==> src/rtl/ddma_pkg.sv <==
// ddma_pkg: shared types and helpers for the DDMA responder.
//   state_e          FSM state encoding of ddma_engine
//   STATUS_* / IRQ_* bit positions inside status_out / irq_out
//   flits_per_word   number of flits carved out of one memory word
//   payload_flits    payload flit count P for a byte count
package ddma_pkg;

  typedef enum logic [3:0] {
    ST_IDLE,
    ST_HDR,
    ST_SIZE,
    ST_REQ,
    ST_RD,
    ST_WAITD,
    ST_SEND,
    ST_YIELD,
    ST_DONE,
    ST_ERR
  } state_e;

  localparam int STATUS_BUSY    = 0;
  localparam int STATUS_DONE    = 1;
  localparam int STATUS_ERR     = 2;
  localparam int STATUS_OVERRUN = 3;

  localparam int IRQ_DONE = 0;
  localparam int IRQ_ERR  = 1;

  function automatic int flits_per_word(input int mem_width, input int flit_width);
    return mem_width / flit_width;
  endfunction

  // Evaluated at full width so an oversized count can be detected by the caller.
  function automatic logic [63:0] payload_flits(input logic [63:0] nbytes, input int flit_width);
    return nbytes / 64'(flit_width / 8);
  endfunction

endpackage

==> src/rtl/ddma_flit_serializer.sv <==
// ddma_flit_serializer: holds one memory word and hands it out as
// WORD_WIDTH/FLIT_WIDTH flits, least-significant slice first.
//   clock, reset  system clock, synchronous active-high reset
//   load          capture load_word and start presenting its first slice
//   load_word     memory word to serialise
//   ready         downstream ready; a slice retires when valid && ready
//   flit          current slice (0 when not valid)
//   valid         a slice is being presented
//   last          the slice being presented is the final one of the word
module ddma_flit_serializer
  import ddma_pkg::*;
#(
  parameter int WORD_WIDTH = 32,
  parameter int FLIT_WIDTH = 16
) (
  input  logic                  clock,
  input  logic                  reset,
  input  logic                  load,
  input  logic [WORD_WIDTH-1:0] load_word,
  input  logic                  ready,
  output logic [FLIT_WIDTH-1:0] flit,
  output logic                  valid,
  output logic                  last
);

  localparam int FPW = flits_per_word(WORD_WIDTH, FLIT_WIDTH);
  localparam int CW  = (FPW > 1) ? $clog2(FPW) : 1;
  localparam logic [CW-1:0] LAST_IDX = CW'(FPW - 1);

  logic [WORD_WIDTH-1:0] word_buf;
  logic [CW-1:0]         slice_idx;
  logic                  valid_q;

  always_ff @(posedge clock) begin
    if (reset) begin
      valid_q   <= 1'b0;
      slice_idx <= '0;
    end else if (load) begin
      valid_q   <= 1'b1;
      slice_idx <= '0;
    end else if (valid_q && ready) begin
      if (slice_idx == LAST_IDX) valid_q <= 1'b0;
      else                       slice_idx <= slice_idx + CW'(1);
    end
  end

  // NOTE: the data register carries no reset; nothing downstream can observe
  // it while valid is low because the flit output is gated below.
  always_ff @(posedge clock) begin
    if (load)                                         word_buf <= load_word;
    else if (valid_q && ready && slice_idx != LAST_IDX) word_buf <= word_buf >> FLIT_WIDTH;
  end

  assign valid = valid_q;
  assign last  = valid_q && (slice_idx == LAST_IDX);
  assign flit  = valid_q ? word_buf[FLIT_WIDTH-1:0] : '0;

endmodule

==> src/rtl/ddma_engine.sv <==
// ddma_engine: DDMA responder. Accepts a (word address, byte count) command,
// reads the buffer over the local memory bus and emits a NoC packet made of a
// header flit, a size flit and the payload flits.
//   clock, reset          system clock, synchronous active-high reset
//   addr_in, nbytes_in    command: start word address, length in bytes
//   cmd_in                start strobe, honoured only while idle
//   status_out            [0] busy [1] done [2] error [3] cmd_overrun
//   irq_out               [0] done_irq [1] err_irq, latched until next command
//   mem_req_o/mem_gnt_i   memory bus request / grant
//   mem_addr_o/mem_rd_o   word address and read strobe (data one cycle later)
//   mem_data_i            read data
//   flit_o/flit_valid_o   outgoing flit, held stable until flit_ready_i
module ddma_engine
  import ddma_pkg::*;
#(
  parameter int MEMORY_BUS_WIDTH   = 32,
  parameter int FLIT_WIDTH         = 16,
  parameter int INTERLEAVING_GRAIN = 4,
  parameter int ADDRESS            = 0
) (
  input  logic                        clock,
  input  logic                        reset,
  input  logic [MEMORY_BUS_WIDTH-3:0] addr_in,
  input  logic [MEMORY_BUS_WIDTH-3:0] nbytes_in,
  input  logic                        cmd_in,
  output logic [4:0]                  status_out,
  output logic [4:0]                  irq_out,
  output logic                        mem_req_o,
  input  logic                        mem_gnt_i,
  output logic [MEMORY_BUS_WIDTH-3:0] mem_addr_o,
  output logic                        mem_rd_o,
  input  logic [MEMORY_BUS_WIDTH-1:0] mem_data_i,
  output logic [FLIT_WIDTH-1:0]       flit_o,
  output logic                        flit_valid_o,
  input  logic                        flit_ready_i
);

  localparam int AW             = MEMORY_BUS_WIDTH - 2;
  localparam int BYTES_PER_WORD = MEMORY_BUS_WIDTH / 8;
  localparam int GW             = (INTERLEAVING_GRAIN > 1) ? $clog2(INTERLEAVING_GRAIN) : 1;
  localparam logic [GW-1:0]         GRAIN_LAST = GW'(INTERLEAVING_GRAIN - 1);
  localparam logic [FLIT_WIDTH-1:0] HDR_FLIT   = FLIT_WIDTH'(ADDRESS);

  state_e                state;
  logic [AW-1:0]         addr_cnt;
  logic [AW-1:0]         words_left;
  logic [FLIT_WIDTH-1:0] p_flits;
  logic [GW-1:0]         grain_cnt;
  logic                  done_flag, err_flag, overrun_flag;
  logic                  done_irq, err_irq;

  logic [63:0]           p_full;
  logic                  cmd_bad;
  logic [FLIT_WIDTH-1:0] ser_flit;
  logic                  ser_valid, ser_last;

  // The command is judged from the live inputs at acceptance so that a bad
  // command goes straight to ERR and never shows a header flit.
  assign p_full  = payload_flits(64'(nbytes_in), FLIT_WIDTH);
  assign cmd_bad = (nbytes_in == '0) || (nbytes_in[1:0] != 2'b00) ||
                   (p_full >= (64'd1 << FLIT_WIDTH));

  // NOTE: sequential state uses non-blocking assignments only, so every
  // register in this block sees the pre-edge value of every other one.
  always_ff @(posedge clock) begin
    if (reset) begin
      state        <= ST_IDLE;
      addr_cnt     <= '0;
      words_left   <= '0;
      p_flits      <= '0;
      grain_cnt    <= '0;
      done_flag    <= 1'b0;
      err_flag     <= 1'b0;
      overrun_flag <= 1'b0;
      done_irq     <= 1'b0;
      err_irq      <= 1'b0;
    end else begin
      if (cmd_in && state != ST_IDLE) overrun_flag <= 1'b1;

      unique case (state)
        ST_IDLE: if (cmd_in) begin
          addr_cnt     <= addr_in;
          words_left   <= nbytes_in / AW'(BYTES_PER_WORD);
          p_flits      <= p_full[FLIT_WIDTH-1:0];
          grain_cnt    <= '0;
          done_flag    <= 1'b0;
          overrun_flag <= 1'b0;
          done_irq     <= 1'b0;
          err_flag     <= cmd_bad;
          err_irq      <= cmd_bad;
          state        <= cmd_bad ? ST_ERR : ST_HDR;
        end
        ST_HDR:   if (flit_ready_i) state <= ST_SIZE;
        ST_SIZE:  if (flit_ready_i) state <= ST_REQ;
        ST_REQ:   if (mem_gnt_i)    state <= ST_RD;
        ST_RD: begin
          addr_cnt <= addr_cnt + AW'(1);
          state    <= ST_WAITD;
        end
        ST_WAITD: state <= ST_SEND;
        ST_SEND: if (ser_last && flit_ready_i) begin
          words_left <= words_left - AW'(1);
          if (words_left == AW'(1)) begin
            done_flag <= 1'b1;
            done_irq  <= 1'b1;
            state     <= ST_DONE;
          end else if (grain_cnt == GRAIN_LAST) begin
            state <= ST_YIELD;
          end else begin
            grain_cnt <= grain_cnt + GW'(1);
            // A grant lost mid-grain must be re-arbitrated before the next read.
            state     <= mem_gnt_i ? ST_RD : ST_REQ;
          end
        end
        ST_YIELD: begin
          grain_cnt <= '0;
          state     <= ST_REQ;
        end
        ST_DONE:  state <= ST_IDLE;
        ST_ERR:   state <= ST_IDLE;
        default:  state <= ST_IDLE;
      endcase
    end
  end

  ddma_flit_serializer #(
    .WORD_WIDTH (MEMORY_BUS_WIDTH),
    .FLIT_WIDTH (FLIT_WIDTH)
  ) u_serializer (
    .clock     (clock),
    .reset     (reset),
    .load      (state == ST_WAITD),
    .load_word (mem_data_i),
    .ready     (flit_ready_i),
    .flit      (ser_flit),
    .valid     (ser_valid),
    .last      (ser_last)
  );

  // Outputs decode registers only, so they hold steady through a stall.
  // NOTE: every signal written in always_comb gets a default first, which
  // keeps unlisted states from inferring latches.
  always_comb begin
    flit_o       = '0;
    flit_valid_o = 1'b0;
    unique case (state)
      ST_HDR:  begin flit_o = HDR_FLIT; flit_valid_o = 1'b1;      end
      ST_SIZE: begin flit_o = p_flits;  flit_valid_o = 1'b1;      end
      ST_SEND: begin flit_o = ser_flit; flit_valid_o = ser_valid; end
      default: ;
    endcase
  end

  assign mem_req_o  = state inside {ST_REQ, ST_RD, ST_WAITD, ST_SEND};
  assign mem_rd_o   = (state == ST_RD);
  assign mem_addr_o = mem_rd_o ? addr_cnt : '0;

  always_comb begin
    status_out                 = '0;
    status_out[STATUS_BUSY]    = (state != ST_IDLE);
    status_out[STATUS_DONE]    = done_flag;
    status_out[STATUS_ERR]     = err_flag;
    status_out[STATUS_OVERRUN] = overrun_flag;
    irq_out                    = '0;
    irq_out[IRQ_DONE]          = done_irq;
    irq_out[IRQ_ERR]           = err_irq;
  end

endmodule

==> config.mk <==
export PLATFORM = sky130hd
export DESIGN_NAME = ddma_engine
export DESIGN_NICKNAME = d
export VERILOG_FILES = /design/src/rtl/ddma_pkg.sv /design/src/rtl/ddma_flit_serializer.sv /design/src/rtl/ddma_engine.sv
export SDC_FILE = /design/constraint.sdc
export NUM_CORES = 1
export LEC_CHECK = 0
export ABC_AREA = 1
export CAP_MARGIN = 10
export CORE_MARGIN = 4
export CORE_UTILIZATION = 41
export CTS_BUF_LIST = sky130_fd_sc_hd__clkbuf_16
export DETAILED_ROUTE_END_ITERATION = 6
export PLACE_DENSITY = 0.71
export SETUP_SLACK_MARGIN = 0.15
export SYNTH_ARGS = -nofsm -noshare
export SYNTH_HDL_FRONTEND = slang
export SYNTH_SLANG_ARGS = --single-unit
==> constraint.sdc <==
create_clock -name clock -period 4.2 [get_ports clock]
set_input_delay 0.63 -clock clock [delete_from_list [all_inputs] [get_ports clock]]
set_output_delay 0.63 -clock clock [all_outputs]
set_load 0.05 [all_outputs]
**Word-level counts from Yosys, hierarchy flattened**

Cells that the tools add are included.

- Register bits after elaboration: 119
- Input port bits: 97
- Word-level logic and storage cells: 98

- Add/subtract/negate cells: 4
- Order comparisons: 1
- Equal/unequal tests: 17
- Multiplexer cells: 37
- Bitwise gates (word level): 1
- Reduce and logical (&&, ||, !) cells: 27

Operator list:

| cell | number |
|---|---|
| $mux W30 | 4 |
| $pmux W30 S2 | 2 |
| $mux W32 | 2 |
| $pmux W16 S2 | 1 |
| $pmux W4 S8 | 1 |
| $add A30 B1 Y30 const B | 1 |
| $eq A30 B1 Y1 const B | 1 |
| $logic_not A30 Y1 | 1 |
| $sub A30 B1 Y30 const B | 1 |
| $ge A29 B17 Y1 const B | 1 |
| $mux W4 | 7 |
| $eq A4 B3 Y1 const B | 4 |
| $mux W16 | 1 |
| $ne A2 B2 Y1 const B | 8 |
| $reduce_bool A2 Y1 | 6 |
| $mux W1 | 10 |
| $reduce_and A5 Y1 | 2 |
| $eq A4 B2 Y1 const B | 2 |
| $mux W2 | 4 |
| $reduce_bool A4 Y1 | 2 |
| $mux W3 | 2 |
| $pmux W2 S3 | 1 |
| $reduce_and A2 Y1 | 3 |
| $logic_and A1 B1 Y1 | 5 |
| 12 further kinds | 15 |

**Longest topological paths before layout**

Gate-level depths: netlist of run 1.

- Word-level depth: 6
- Depth in mapped cells: 11
- Gate-level depth less buffers: 11

**Hierarchy**

From an unflattened synthesis of run 1, not the netlist that was laid out.

- Cell total of the unflattened synthesis: 1,128
- Area total of the unflattened synthesis: 7,328.3 sq um

By module, submodules not included:

| module | instances | cells each | area an instance (sq um) | sequential area each (sq um) |
|---|---|---|---|---|
| ddma_engine | 1 | 962 | 5,766.8 | 1,701.6 |
| ddma_flit_serializer | 1 | 166 | 1,561.5 | 1,001.0 |

**Worst setup path before layout of run 1**

OpenSTA, ideal clock, no wires.

- Path type: input-to-reg
- Start: input flit_ready_i
- End: register u_serializer.word_buf[0], enable pin
- Library setup time: 0.466 ns
- Arrival: 2.978 ns
- Path slack: 0.757 ns
- Stages: 2
- Cell sequence: nand2_1 -> o21ai_0

- Cells in the longest elaborated chain, start to end: 3

Ends and longest elaborated chain:

| item | RTL line | source |
|---|---|---|
| from (decl) | ddma_engine.sv:35 | `input logic flit_ready_i` |
| $logic_and A1 B1 Y1 (2 in a row) | ddma_flit_serializer.sv:51 | `else if (valid_q && ready && slice_idx != LAST_IDX) word_buf <= word_buf >> FLIT_WIDTH;` |
| $reduce_bool A2 Y1 (no line) | n/a |  |
| to (signal assigned) | ddma_flit_serializer.sv:50 | `if (load) word_buf <= load_word;` |
| to (signal assigned) | ddma_flit_serializer.sv:51 |  |
| to (decl) | ddma_flit_serializer.sv:30 | `logic [WORD_WIDTH-1:0] word_buf;` |

No other way between the ends.
A chain may end at the register's enable or synchronous reset.

**Final worst setup path of run 1**

- Start: register state[1]
- End: output mem_rd_o

- Cells in the longest elaborated chain, start to end: 1

Ends and longest elaborated chain:

| item | RTL line | source |
|---|---|---|
| from (decl) | ddma_engine.sv:44 | `state_e state;` |
| from (signal assigned) | ddma_engine.sv:91 | `state <= cmd_bad ? ST_ERR : ST_HDR;` |
| from (signal assigned) | ddma_engine.sv:112 | `state <= mem_gnt_i ? ST_RD : ST_REQ;` |
| $eq A4 B3 Y1 | ddma_engine.sv:155 | `assign mem_rd_o = (state == ST_RD);` |
| to (decl) | ddma_engine.sv:31 | `output logic mem_rd_o,` |

No other way between the ends.

==> results.sh, run 1 <==
export IMPL_outcome="complete, no violations"
export IMPL_drc=0
export IMPL_layout_min_cycle_time_ns=3.58
export IMPL_setup_viol_count_final=0
export IMPL_io_buffer_count=151
export IMPL_die_area_mm2=0.0195
export IMPL_cp_start_kind="flop"
export IMPL_crit_type="flop to primary output"
export IMPL_n_antenna_cell=0
export IMPL_hold_viol_final=0
export IMPL_first_pass_iters=5
export IMPL_root_buffer="clkbuf_16"
export IMPL_rsz0062_at_grt="false"
export IMPL_nets=1313
export IMPL_clockBufferDepth=2
export IMPL_avgSynthCellArea_um2=6.54
export IMPL_start_util=0.423
export IMPL_ant_nets=0
export IMPL_grt_overflow_total=0
export IMPL_post_cts_buffers=0
export IMPL_worst_pin_slew_ns=0.816
export IMPL_vias=7453
export IMPL_ir_drop_uv=477
export IMPL_clock_latency_ns=0.43
export IMPL_cp_max_fo=26
export IMPL_io_pins=156
export IMPL_hold_path_class="flop to flop"
export IMPL_required_ns=3.57
export IMPL_grt_pass1_vias=6802
export IMPL_endpoint_kind="primary output"
export IMPL_grtUsageTotal=0.211
export IMPL_grt_pass1_wl_mm=33.9
export IMPL_fin_skew_ns=0.0195
export IMPL_synth_flop_cell="dfxtp_1"
export IMPL_multi_input_area_mm2=0.00359
export IMPL_ys_warn_count=0
export IMPL_synth_distinct_cells=44
export IMPL_maxCapViolations=0
export IMPL_detail_route_wl_per_cell_um=14.6
export IMPL_reg2reg_from="state[3]"
export IMPL_cts_buffers=17
export IMPL_syn_inst=1085
export IMPL_seq_area_mm2=0.00270
export IMPL_drive_above_1_share=0.0555
export IMPL_initialDrtViolationCount=619
export IMPL_tns_ns=0
export IMPL_fillerInstances=1652
export IMPL_ys_ff_latch=119
export IMPL_cts_resized=0
export IMPL_syn_area_mm2=0.00709
export IMPL_period_share=0.852
export IMPL_antenna_found_initial=0
export IMPL_die_y_um=140
export IMPL_hold_buffers=0
export IMPL_p_leak_uw=0.00375
export IMPL_tritoncts="yes"
export IMPL_clock_sinks=119
export IMPL_cts_clk_slew_worst_paths_ns=0.06
export IMPL_drt_total_wl_mm=21.1
export IMPL_power_density_mw_per_mm2=542
export IMPL_htreeDepth=4
export IMPL_fmax_mhz=280
export IMPL_ys_seq_area_frac=0.381
export IMPL_crit_arrival_ns=2.95
export IMPL_finalWeightedCongestion=0.875
export IMPL_hold_start="p_flits[2]"
export IMPL_fp_dieW_um=140
export IMPL_maxSlewViolCount=0
export IMPL_rows=47
export IMPL_critPathLaunch="state[1]"
export IMPL_synth_async_reset_ratio=0
export IMPL_grt_max_degree=43
export IMPL_dp_hpwl_mm=15.4
export IMPL_synth_edf_count=32
export IMPL_p_total_uw=5030
export IMPL_coreArea_mm2=0.0168
export IMPL_via_per_inst=5.16
export IMPL_syn_to_final_growth_pct=30.8
export IMPL_max_slew_margin_rel=0.454
## Yosys cell counts, types with 10 or more instances
master,count,area share
nand2_1,244,0.13
clkbuf_1,20,0.011
nor3_1,22,0.016
o21ai_0,106,0.075
buf_2,19,0.013
inv_1,140,0.074
dfxtp_1,87,0.25
a21oi_1,45,0.032
o22ai_1,20,0.018
buf_4,10,0.011
nand3_1,79,0.056
nand4_1,17,0.015
edfxtp_1,32,0.14
a31oi_1,15,0.013
nor2_1,165,0.087
## per-stage QoR
stage               setup WS (ns)  cell area [um2]   util  cells  hold slack, ns
finish                      0.624             9280  0.554   1445           0.478
global route                0.448             9280  0.554   1445           0.507
CTS                         0.613             9280  0.554   1445           0.478
detailed placement           1.08             8680  0.518   1413           0.466
global placement             1.10             8680  0.518   1413           0.455
floorplan                   0.757             7110      -   1088           0.444
## critical path: stages (launching register included)
cell and delay [ns]:
dfxtp_1 0.39, nor2_4 0.18, nand3_2 0.44, inv_2 0.59
clkdlybuf4s50_1 0.91
## registers in the layout, summed over array words and instances, names as in the netlist, named ones only
| register | cells |
|---|---|
| addr_cnt | 30 |
| done_irq | 1 |
| err_irq | 1 |
| grain_cnt | 2 |
| p_flits | 16 |
| state | 4 |
| u_serializer.slice_idx | 1 |
| u_serializer.valid | 1 |
| u_serializer.word_buf | 32 |
| words_left | 30 |
## power breakdown
group,switching [uW],leakage [uW],internal (uW)
Sequential,225,0.00101,1420
Clock,621,0.000298,853
Combinational,1290,0.00244,622
Total,2140,0.00375,2890
## metal layers
metal	wire length, um	GRT usage	vias to the layer above	part of all wire
met5	0	0	-	0
met4	344	0.0566	0	0.016
met3	1570	0.0659	27	0.074
met2	9760	0.341	245	0.46
met1	9470	0.276	3385	0.45
li1	-	-	3796	-
## area by class of cell
| class | count | area share |
|---|---|---|
| tap | 220 | 0.0297 |
| inverter | 146 | 0.0593 |
| clock inverter | 15 | 0.0186 |
| multi-input combinational | 770 | 0.387 |
| clock buffer | 17 | 0.0458 |
| sequential | 119 | 0.291 |
| timing repair buffer | 158 | 0.169 |
## cells by family after synthesis
kind of cell | synth area share
other cells | 0.000529
simple gates | 0.334
xor+xnor | 0.00494
fa+ha+maj | 0.00705
compound gates | 0.157
flops | 0.381
buf+inv | 0.115
## layout by cell type, fill, tap and decap left out, types with 2 or more instances in the layout
cell             netlist  routed
nor3_2                 2       2
buf_4                 10       7
nor4_1                 4       4
a31oi_1               15      15
conb_1                 1       4
inv_1                140     140
nand3b_1               3       3
clkbuf_16              0      17
nand3_1               79      79
xor2_1                 4       4
inv_2                  5       5
clkdlybuf4s50_1        0     151
o21ai_1                2       2
o22ai_1               20      20
o31ai_1                2       2
nor3_1                22      22
o21ai_0              106     105
a22oi_1                3       3
or2_2                  5       5
dfxtp_1               87      87
a21oi_1               45      45
o21a_1                 2       2
nand2_1              244     244
ha_1                   4       4
nor2_2                 6       6
nor2_4                 3       3
nor2_1               165     165
inv_6                  0       3
nand2_2                2       2
edfxtp_1              32      32
nand4_1               17      17
clkinv_4               0       3
inv_8                  0       8
## path summary, 6_finish.rpt
kind                          to  slack, ns  cells past startpoint
setup / recovery        mem_rd_o       0.62                      4
hold / removal        p_flits[2]       0.48                      2
setup reg to reg  words_left[29]       1.32                     10
hold reg to reg       p_flits[2]       0.48                      2
Power figures use the tool's default switching activity.
==> run 2: changes to the inputs <==
CAP_MARGIN = 15   (was 10)
CORE_MARGIN = 8   (was 4)
==> run 2 against run 1 <==
Net effect: hold slack improved by 0.0057 ns; global-route usage fell by 1.4 points; maximum frequency rose by 5.6%; largest cell class unchanged; sequential share of layout area fell by 0.051 points.
==> results.sh, run 2 (synthesis results as in run 1) <==
export IMPL_via_per_inst=5.09
export IMPL_ant_nets=0
export IMPL_power_density_mw_per_mm2=542
export IMPL_ir_drop_uv=365
export IMPL_switching_share=0.427
export IMPL_max_slew_margin_rel=0.425
export IMPL_cts_resized=0
export IMPL_root_buffer="clkbuf_16"
export IMPL_hold_buffers=0
export IMPL_period_share=0.807
export IMPL_drt_total_wl_mm=22.0
export IMPL_cts_clk_slew_worst_paths_ns=0.06
export IMPL_largest_register="u_serializer.word_buf"
export IMPL_layout_min_cycle_time_ns=3.39
export IMPL_fin_skew_ns=0.00905
export IMPL_finalWeightedCongestion=0.909
export IMPL_critical_path_most_common_cell="nand2_1"
export IMPL_cp_num_buf_inv=2
export IMPL_wl_met2_mm=10.5
export IMPL_io_buffer_count=151
export IMPL_dp_cells=1418
export IMPL_reg_largest_list="u_serializer.word_buf: 32 flops, addr_cnt: 30 flops, words_left: 30 flops"
export IMPL_first_pass_iters=5
export IMPL_grt_pass1_wl_mm=34.9
export IMPL_endpoint_kind="primary output"
export IMPL_grt_max_degree=52
export IMPL_layout_commonest_cell="nand2_1"
export IMPL_tns_ns=0
export IMPL_final_util=0.543
export IMPL_drive_above_1_share=0.0555
export IMPL_start_util=0.414
export IMPL_largest_reg_flops=32
export IMPL_p_leak_uw=0.00375
export IMPL_holdPathStages=2
export IMPL_cp_top_family="buffers and inverters"
export IMPL_detail_route_wl_per_cell_um=15.2
export IMPL_maxSlewViolCount=0
export IMPL_required_ns=3.57
export IMPL_grtUsageTotal=0.198
export IMPL_die_y_um=148
export IMPL_cts_buffers=17
export IMPL_reg2regPathDepth=10
export IMPL_worst_pin_slew_ns=0.859
export IMPL_io_pins=156
export IMPL_crit_arrival_ns=2.76
export IMPL_die_area_mm2=0.0218
export IMPL_p_int_uw=2890
export IMPL_switching_power_uw=2150
export IMPL_clock_sinks=119
export IMPL_htreeDepth=4
export IMPL_outcome="complete, no violations"
export IMPL_instances_no_fill=1451
export IMPL_crit_type="flop to primary output"
export IMPL_post_cts_buffers=0
export IMPL_grt_overflow_total=0
export IMPL_hold_viol_final=0
export IMPL_vias=7392
export IMPL_crit_path_cell_trace="nand2_1, nor2_4, inv_2, nand2_1, clkdlybuf4s50_1"
export IMPL_tritoncts="yes"
export IMPL_nets=1313
export IMPL_fp_dieW_um=148
export IMPL_coreArea_mm2=0.0171
export IMPL_hold_path_class="flop to flop"
export IMPL_rsz0062_at_grt="false"
export IMPL_crit_cells=5
export IMPL_antenna_found_initial=1
export IMPL_slowest_delay_ns=0.82
export IMPL_fmax_mhz=295
export IMPL_wl_met1_mm=9.75
export IMPL_cp_max_fo=30
export IMPL_initialDrtViolationCount=494
export IMPL_rows=48
export IMPL_dp_hpwl_mm=16.4
export IMPL_most_common_layout_cells="244 x nand2_1, 165 x nor2_1, 151 x clkdlybuf4s50_1"
export IMPL_maxUsedRoutingLayer="met4"
export IMPL_cp_start_kind="flop"
export IMPL_critPathSlowestCell="clkdlybuf4s50_1"
export IMPL_setup_viol_count_final=0
export IMPL_p_comb_frac=0.380
export IMPL_syn_to_final_growth_pct=31.0
export IMPL_p_total_uw=5040
export IMPL_route_met3_wl_mm=1.42
export IMPL_clock_latency_ns=0.42
export IMPL_grt_pass1_vias=6867
export IMPL_clockBufferDepth=2
export IMPL_clockPowerShare=0.294
export IMPL_seqPwrFrac=0.326
export IMPL_maxCapViolations=0
export IMPL_drc=0
[run 2: path summary, 6_finish.rpt]
kind | slack (ns) | endpoint | start
max | 0.81 | mem_req_o | state[1]
min | 0.48 | words_left[16] | words_left[16]
max reg2reg | 1.55 | addr_cnt[22] | state[1]
min reg2reg | 0.48 | words_left[16] | words_left[16]
[run 2: cell type report]
class,instances,area [um2]
inverters,146,551
fillers,1689,7820
diodes,1,2.50
repair buffers,158,1560
flip-flops and latches,119,2700
multi-input cells,770,3590
well taps,225,282
clock inverters,15,180
clock buffers,17,425
[run 2: metal layers]
metal,up-vias,global-route usage
li1,3782,-
met1,3341,0.248
met2,242,0.322
met3,27,0.0541
met4,0,0.0643
met5,-,0
[run 2: power groups by stage]
stage	combinational [uW]	sequential, uW	clock (uW)
finish	1920	1640	1480
global route	2140	1670	1560
CTS	1910	1640	1510
detailed placement	1890	1660	0
global placement	1880	1650	0
floorplan	1450	1590	0
[run 2: worst register-to-register path, cell delays in order (launching register included)]
cell and delay [ns]:
dfxtp_1 0.39, nor2_4 0.18, nand3_2 0.25, buf_4 0.38
inv_2 0.11, buf_4 0.29, nor2_2 0.14, inv_2 0.44
o21ai_0 0.18, nor2_1 0.14, nor2_1 0.05
[run 2: stage by stage]
step           cell area (um2)  hold slack, ns  setup WS [ns]
2_1_floorplan             7110           0.444          0.757
3_3_place_gp              8690           0.464           1.30
6_report                  9300           0.484          0.812
3_5_place_dp              8690           0.471           1.27
5_1_grt                   9300           0.502          0.618
4_1_cts                   9290           0.482          0.794
==> run 3: changes to the inputs <==
PLACE_DENSITY = 0.74   (was 0.71)
clock period = 3 ns   (was 4.2 ns; I/O delays follow)
==> run 3 against run 2 <==
Net effect: hold slack better by 0.0046 ns; final cell count is 0.34% higher; sequential share of layout area is 1.5 points lower; total power is 39% higher; first-iteration DRC count is 32% higher; count of clock-buffer cells in the layout stayed put; die area stayed put; sequential cell count stayed put; critical endpoint is now flit_o[14].
==> results.sh, run 3 (synthesis results as in run 1) <==
export IMPL_largest_register="u_serializer.word_buf"
export IMPL_route_met3_wl_mm=1.55
export IMPL_drc=0
export IMPL_layout_min_cycle_time_ns=2.57
export IMPL_fp_dieW_um=148
export IMPL_antenna_found_initial=0
export IMPL_post_cts_buffers=0
export IMPL_instances_no_fill=1456
export IMPL_seq_area_mm2=0.00270
export IMPL_whs_ns=0.489
export IMPL_rsz0062_at_grt="false"
export IMPL_htreeDepth=4
export IMPL_multi_input_area_mm2=0.00359
export IMPL_reg_largest_list="u_serializer.word_buf: 32 flops, addr_cnt: 30 flops, words_left: 30 flops"
export IMPL_io_pins=156
export IMPL_rows=48
export IMPL_clock_latency_ns=0.43
export IMPL_maxUsedRoutingLayer="met4"
export IMPL_cp_max_fo=17
export IMPL_final_util=0.573
export IMPL_via_per_inst=5.14
export IMPL_ir_drop_uv=490
export IMPL_p_leak_uw=0.00399
export IMPL_cp_start_kind="flop"
export IMPL_io_buffer_count=151
export IMPL_fin_skew_ns=0.0124
export IMPL_hold_viol_final=0
export IMPL_outcome="complete, no violations"
export IMPL_fillerInstances=1592
export IMPL_coreArea_mm2=0.0171
export IMPL_max_slew_margin_rel=0.466
export IMPL_period_share=0.857
export IMPL_start_util=0.414
export IMPL_most_common_layout_cells="244 x nand2_1, 165 x nor2_1, 140 x inv_1"
export IMPL_finalWeightedCongestion=0.908
export IMPL_fmax_mhz=389
export IMPL_initialDrtViolationCount=651
export IMPL_dp_cells=1424
export IMPL_detail_route_wl_per_cell_um=14.9
export IMPL_required_ns=2.55
export IMPL_reg2reg_slack_ns=0.70
export IMPL_tritoncts="yes"
export IMPL_syn_to_final_growth_pct=38.1
export IMPL_dp_hpwl_mm=16.4
export IMPL_die_area_mm2=0.0218
export IMPL_wl_met1_mm=9.15
export IMPL_cts_buffers=17
export IMPL_wl_met2_mm=10.4
export IMPL_maxCapViolations=0
export IMPL_setup_viol_count_final=0
export IMPL_cts_clk_slew_worst_paths_ns=0.06
export IMPL_critPathCapture="flit_o[14]"
export IMPL_crit_arrival_ns=2.12
export IMPL_reg2reg_from="u_serializer.valid"
export IMPL_tns_ns=0
export IMPL_crit_type="flop to primary output"
export IMPL_largest_reg_flops=32
export IMPL_grt_max_degree=60
export IMPL_clock_sinks=119
export IMPL_die_y_um=148
export IMPL_layout_commonest_cell="nand2_1"
export IMPL_r2r_end="words_left[29]"
export IMPL_endpoint_kind="primary output"
export IMPL_critPathLaunch="state[2]"
export IMPL_hold_path_class="flop to flop"
export IMPL_hold_buffers=0
export IMPL_nets=1319
export IMPL_drt_total_wl_mm=21.7
export IMPL_root_buffer="clkbuf_16"
export IMPL_first_pass_iters=5
export IMPL_grt_overflow_total=0
export IMPL_power_density_mw_per_mm2=716
export IMPL_maxSlewViolCount=0
export IMPL_cts_resized=0
export IMPL_clockBufferDepth=2
export IMPL_reg2regPathDepth=10
export IMPL_vias=7485
export IMPL_worst_pin_slew_ns=0.799
export IMPL_drive_above_1_share=0.0999
export IMPL_grt_pass1_vias=7188
export IMPL_grtUsageTotal=0.200
export IMPL_ant_nets=0
export IMPL_grt_pass1_wl_mm=35.5
export IMPL_n_antenna_cell=0
run 3: critical path, stage by stage, from the launching register on:
cell	delay [ns]
dfxtp_1	0.33
nor2_2	0.22
nand3_1	0.42
o21ai_0	0.52
buf_12	0.19
run 3: final cells by class:
cell class                      count  area share
Inverter                          146      0.0562
Clock inverter                     15      0.0152
Multi-Input combinational cell    770       0.366
Tap cell                          225      0.0287
Timing Repair Buffer              164       0.215
Clock buffer                       17      0.0434
Sequential cell                   119       0.276
run 3: how the worst min path moves through the flow:
| stage | from | to | slack (ns) | cells past startpoint |
|---|---|---|---|---|
| after global routing | words_left[12] | words_left[12] | 0.51 | 2 |
| after detailed placement | p_flits[2] | p_flits[2] | 0.47 | 2 |
| after global placement | p_flits[2] | p_flits[2] | 0.46 | 2 |
| after CTS | p_flits[11] | p_flits[11] | 0.48 | 2 |
| final | p_flits[4] | p_flits[4] | 0.49 | 2 |
| after floorplan | done_irq | done_irq | 0.44 | 2 |
run 3: power breakdown:
group          leakage [uW]  internal (uW)  switching (uW)
Combinational       0.00270            921            1810
Sequential          0.00101           1980             316
Clock              0.000280           1110             885
run 3: layer usage:
layer | GRT usage | up-vias
li1 | - | 3805
met3 | 0.0535 | 41
met4 | 0.0882 | 0
met2 | 0.328 | 253
met5 | 0 | -
met1 | 0.242 | 3386
run 3: stage by stage:
stage                     worst slack, ns  power [uW]  instance area, um2
after floorplan                     0.416        4250                7110
final                               0.430        7020                9800
after CTS                           0.274        7020                9800
after global routing                0.200        7500                9800
after detailed placement            0.299        5010                9220
after global placement              0.361        4960                9220
